==> config.mk <==
export PLATFORM = sky130hd
export DESIGN_NAME = wordline_sequencer
export DESIGN_NICKNAME = d
export VERILOG_FILES = /design/src/rtl/wordline_sequencer.sv
export SDC_FILE = /design/constraint.sdc
export NUM_CORES = 1
export LEC_CHECK = 0
export BUFFER_PORTS_ARGS = -buffer_cell sky130_fd_sc_hd__clkbuf_2
export CORE_MARGIN = 3
export CORE_UTILIZATION = 29
export DETAILED_ROUTE_END_ITERATION = 8
export GPL_ROUTABILITY_DRIVEN = 0
export GPL_TIMING_DRIVEN = 0
export HOLD_SLACK_MARGIN = 0.1
export PLACE_DENSITY_LB_ADDON = 0.3
export SKIP_CTS_REPAIR_TIMING = 1
export SLEW_MARGIN = 25
export SYNTH_ARGS = -nofsm -noshare
export SYNTH_HDL_FRONTEND = slang
export SYNTH_SLANG_ARGS = --single-unit
==> constraint.sdc <==
create_clock -name i_clk -period 5.27 [get_ports i_clk]
set_input_delay 0.7905 -clock i_clk [delete_from_list [all_inputs] [get_ports i_clk]]
set_output_delay 0.7905 -clock i_clk [all_outputs]
set_load 0.05 [all_outputs]
==> src/rtl/wordline_sequencer.sv <==
// Clocked wordline sequencer: accepts one access per handshake, then runs a timed
// precharge phase followed by a one-hot wordline phase and a one-cycle done pulse.
module wordline_sequencer #(
    parameter int ADDR_W        = 3,
    parameter int PRECHARGE_CYC = 1,
    parameter int ACTIVE_CYC    = 2
) (
    input  logic                   i_clk,
    input  logic                   i_rst_n,
    input  logic [ADDR_W-1:0]      i_address,
    input  logic                   i_write,
    input  logic                   i_valid,
    output logic                   o_ready,
    output logic                   o_precharge,
    output logic [(2**ADDR_W)-1:0] o_select,
    output logic                   o_write_en,
    output logic                   o_done
);

    localparam int ROWS = 2 ** ADDR_W;

    // Counter reload values are one less than the phase length: the phase ends on the cycle the counter reads 0.
    localparam logic [3:0] PRE_LOAD = (PRECHARGE_CYC > 0) ? 4'(PRECHARGE_CYC - 1) : 4'd0;
    localparam logic [3:0] ACT_LOAD = 4'(ACTIVE_CYC - 1);

    typedef enum logic [1:0] {
        IDLE = 2'd0,
        PRE  = 2'd1,
        ACT  = 2'd2
    } state_t;

    state_t            state_q, state_d;
    logic [3:0]        cnt_q, cnt_d;
    logic [ADDR_W-1:0] addr_q, addr_d;
    logic              write_q, write_d;

    logic              ready_d, precharge_d, write_en_d, done_d;
    logic [ROWS-1:0]   select_d;
    logic              accept;

    assign accept = i_valid && o_ready;

    always_comb begin
        // NOTE: every signal gets a default first so no path through the case can infer a latch.
        state_d = state_q;
        cnt_d   = cnt_q;
        addr_d  = addr_q;
        write_d = write_q;
        done_d  = 1'b0;

        case (state_q)
            IDLE: begin
                if (accept) begin
                    addr_d  = i_address;
                    write_d = i_write;
                    if (PRECHARGE_CYC > 0) begin
                        state_d = PRE;
                        cnt_d   = PRE_LOAD;
                    end else begin
                        state_d = ACT;
                        cnt_d   = ACT_LOAD;
                    end
                end
            end
            PRE: begin
                if (cnt_q == 4'd0) begin
                    state_d = ACT;
                    cnt_d   = ACT_LOAD;
                end else begin
                    cnt_d = cnt_q - 4'd1;
                end
            end
            ACT: begin
                if (cnt_q == 4'd0) begin
                    state_d = IDLE;
                    cnt_d   = 4'd0;
                    done_d  = 1'b1;
                end else begin
                    cnt_d = cnt_q - 4'd1;
                end
            end
            default: begin
                state_d = IDLE;
                cnt_d   = 4'd0;
            end
        endcase

        // Outputs are decoded from the next state so they can be registered with no input-to-output path.
        ready_d     = (state_d == IDLE);
        precharge_d = (state_d == PRE);
        select_d    = (state_d == ACT) ? (ROWS'(1) << addr_d) : '0;
        write_en_d  = (state_d == ACT) && write_d;
    end

    // NOTE: sequential state uses non-blocking assignments so all flops sample the same pre-edge values.
    always_ff @(posedge i_clk or negedge i_rst_n) begin
        if (!i_rst_n) begin
            state_q     <= IDLE;
            cnt_q       <= 4'd0;
            addr_q      <= '0;
            write_q     <= 1'b0;
            o_ready     <= 1'b0;
            o_precharge <= 1'b0;
            o_select    <= '0;
            o_write_en  <= 1'b0;
            o_done      <= 1'b0;
        end else begin
            state_q     <= state_d;
            cnt_q       <= cnt_d;
            addr_q      <= addr_d;
            write_q     <= write_d;
            o_ready     <= ready_d;
            o_precharge <= precharge_d;
            o_select    <= select_d;
            o_write_en  <= write_en_d;
            o_done      <= done_d;
        end
    end

endmodule

==> run summary <==
Status: finished, final reports clean
Max cap viols: 0
Worst path cell trace: inv_1, ha_1, and3_1, buf_6, mux2i_1, nand3_1, nor4_1
Detailed Route Iter0 Violations: 26
Global route overflow: 0
Pwr/cell area: 621 nW/um^2
GRT Util Overall: 0.101
Placed cell area: 1210 sq um
Diode count: 0
Leakage: 0.608 nW
CP Data Required Time: 5470 ps
Nets@finish: 125
Largest net degree at the start of global routing: 23
Clock Sinks: 22
Synth Area in Adders: 0.0709
Startpoint types: flop
HP Class: primary input to async pin
Peak VDD IR: 0.000354 V
Post-DP HPWL: 1440 microns
Vias in the first global route: 747
Kind of critical path: flop to flop
Io pins: 19
Commonest non-fill, non-tap cells in the layout: dfrtp_1 (22), clkbuf_2 (18), nand2_1 (9)
Share of layout cells above drive strength 1: 0.297
Post-Synth Simple-Gate Area: 0.230
Async SR Flop Fraction: 1.00
Worst setup EP type: flop
Depth of the CTS H-tree: 1
Fillcell total: 369
CP max-delay cell: dfrtp_1
Largest stage delay on the critical path: 450 ps
DR vias/cell: 4.52
Antenna-violating nets left: 0
Commonest non-fill, non-tap cell in the layout: dfrtp_1
Yosys cell types: 30
Final min period: 1950 ps
Die H: 66.4 microns
Die width: 66.4 microns
Detailed Route WL: 1930 microns
Longest Clk Path Bufs: 2
Worst-path maximum fanout: 8
Clock skew: 0.574 ps
TNS Setup: 0 ps
First-pass GRT wire length: 3410 microns
DR pass1 iterations: 2
Max-slew headroom: 0.647
Max-slew violation count: 0
CTS Buf Count: 3
CTS root buffer: clkbuf_4
P&R area growth vs syn: 17.4%
Initial Utilization: 0.310
Gate Count Post-Synth: 89
Mapped Area: 1060 sq um
Post-synthesis mux area share: 0.0189
Worst-Skew Late Latency: 290 ps
Setup violators final: 0
Synth Area per Inst: 11.9 sq um
Remaining DRCs: 0
Clock-pin slew on the worst setup and hold paths: 110 ps
Port Buffers: 18
Fmax: 512 MHz
Routed length per instance: 12.3 microns
Die area: 4410 sq um
Compound-Gate Fraction of Synth Area: 0.110
Main combinational cell family by area after synthesis: simple AND/OR/NAND/NOR gates
# rows: 21
Worst EP arrival: 2150 ps
Synth Flop Type: dfrtp_1
RSZ-0062 raised after global routing: no
Final period util: 0.370
Syn_nets: 102
Slew @ Worst Pin: 529 ps
Core ar.: 3420 sq um
Yosys synthesis warning count: 0
Synthesized flop and latch total: 22
Initial antenna violation count: 0
Final Hold Vio Count: 0
Register area share after synthesis: 0.520
CTS tree: done
XOR/XNOR share of the synthesized area: 0
Detailed-route via count: 710
Design area: 1240 sq um
Number of synthesized flops with an enable pin: 0
==> synthesized netlist by cell type, types with 3 or more instances <==
cell type  number  area share
inv_1           8       0.028
dfrtp_1        22        0.52
and2_1          3       0.018
nand3_1         6       0.028
ha_1            6       0.071
nand2_1         9       0.032
nor3_1          3       0.014
o21ai_0         3       0.014
==> cell type report <==
type / instances / area, sq um / share of cell area
Multi-Input combinational cell: 57 / 455 / 0.367
Tap cell: 46 / 57.6 / 0.0463
Buffer: 2 / 22.5 / 0.0181
Inverter: 8 / 30.0 / 0.0242
Sequential cell: 22 / 551 / 0.443
Clock buffer: 4 / 36.3 / 0.0292
Timing Repair Buffer: 18 / 90.1 / 0.0725
==> where the power goes <==
part	switching, mW	internal, mW
sequential	0.0388	0.220
clock	0.0463	0.0421
combinational	0.277	0.148
==> worst max-delay path: cells and delay by family (launching register included) <==
| family | cells | cell delay [ps] |
|---|---|---|
| multiplexers | 1 | 320 |
| buffers and inverters | 2 | 270 |
| adder cells (fa/ha/maj) | 1 | 230 |
| flip-flops | 1 | 450 |
| AND/OR/NAND/NOR | 3 | 590 |
==> metrics by stage <==
step                hold slack [ps]  instances  utilization  power [mW]  setup slack, ps
floorplan                       432         89            -       0.593             3530
global placement                453        153        0.353       0.670             3250
detailed placement              454        153        0.353       0.685             3240
CTS                             460        157        0.364       0.777             3310
global route                    464        157        0.364       0.837             3140
finish                          449        157        0.364       0.771             3320
==> routing by layer <==
layer | track usage | vias up | share of wire
li1 | - | 356 | -
met1 | 0.140 | 336 | 0.52
met2 | 0.151 | 14 | 0.43
met3 | 0.0306 | 4 | 0.037
met4 | 0.0305 | 0 | 0.013
met5 | 0 | - | 0
==> cells by family after synthesis <==
logic type / count (synthesis)
buffers and inverters: 10
AOI/OAI and AO/OA: 15
muxes: 2
DFF: 22
adders and majority gates: 6
and+or+nand+nor: 34
==> flip-flops by register name, summed over array words and instances (netlist names) <==
name and flops:
o_done 1, o_precharge 1, state_q 2, write_q 1, o_write_en 1, addr_q 3
o_ready 1, cnt_q 4, o_select 8
==> path summary, 6_finish.rpt <==
kind | from | slack, ps | cells past startpoint | to
max | state_q[0] | 3320 | 7 | o_select[1]
min | i_rst_n | 450 | 1 | o_select[4]
max reg2reg | state_q[0] | 3320 | 7 | o_select[1]
min reg2reg | write_q | 480 | 2 | write_q
max in group asynchronous | i_rst_n | 4470 | 1 | cnt_q[1]
min in group i_clk | write_q | 480 | 2 | write_q
Power figures use the tool's default switching activity.
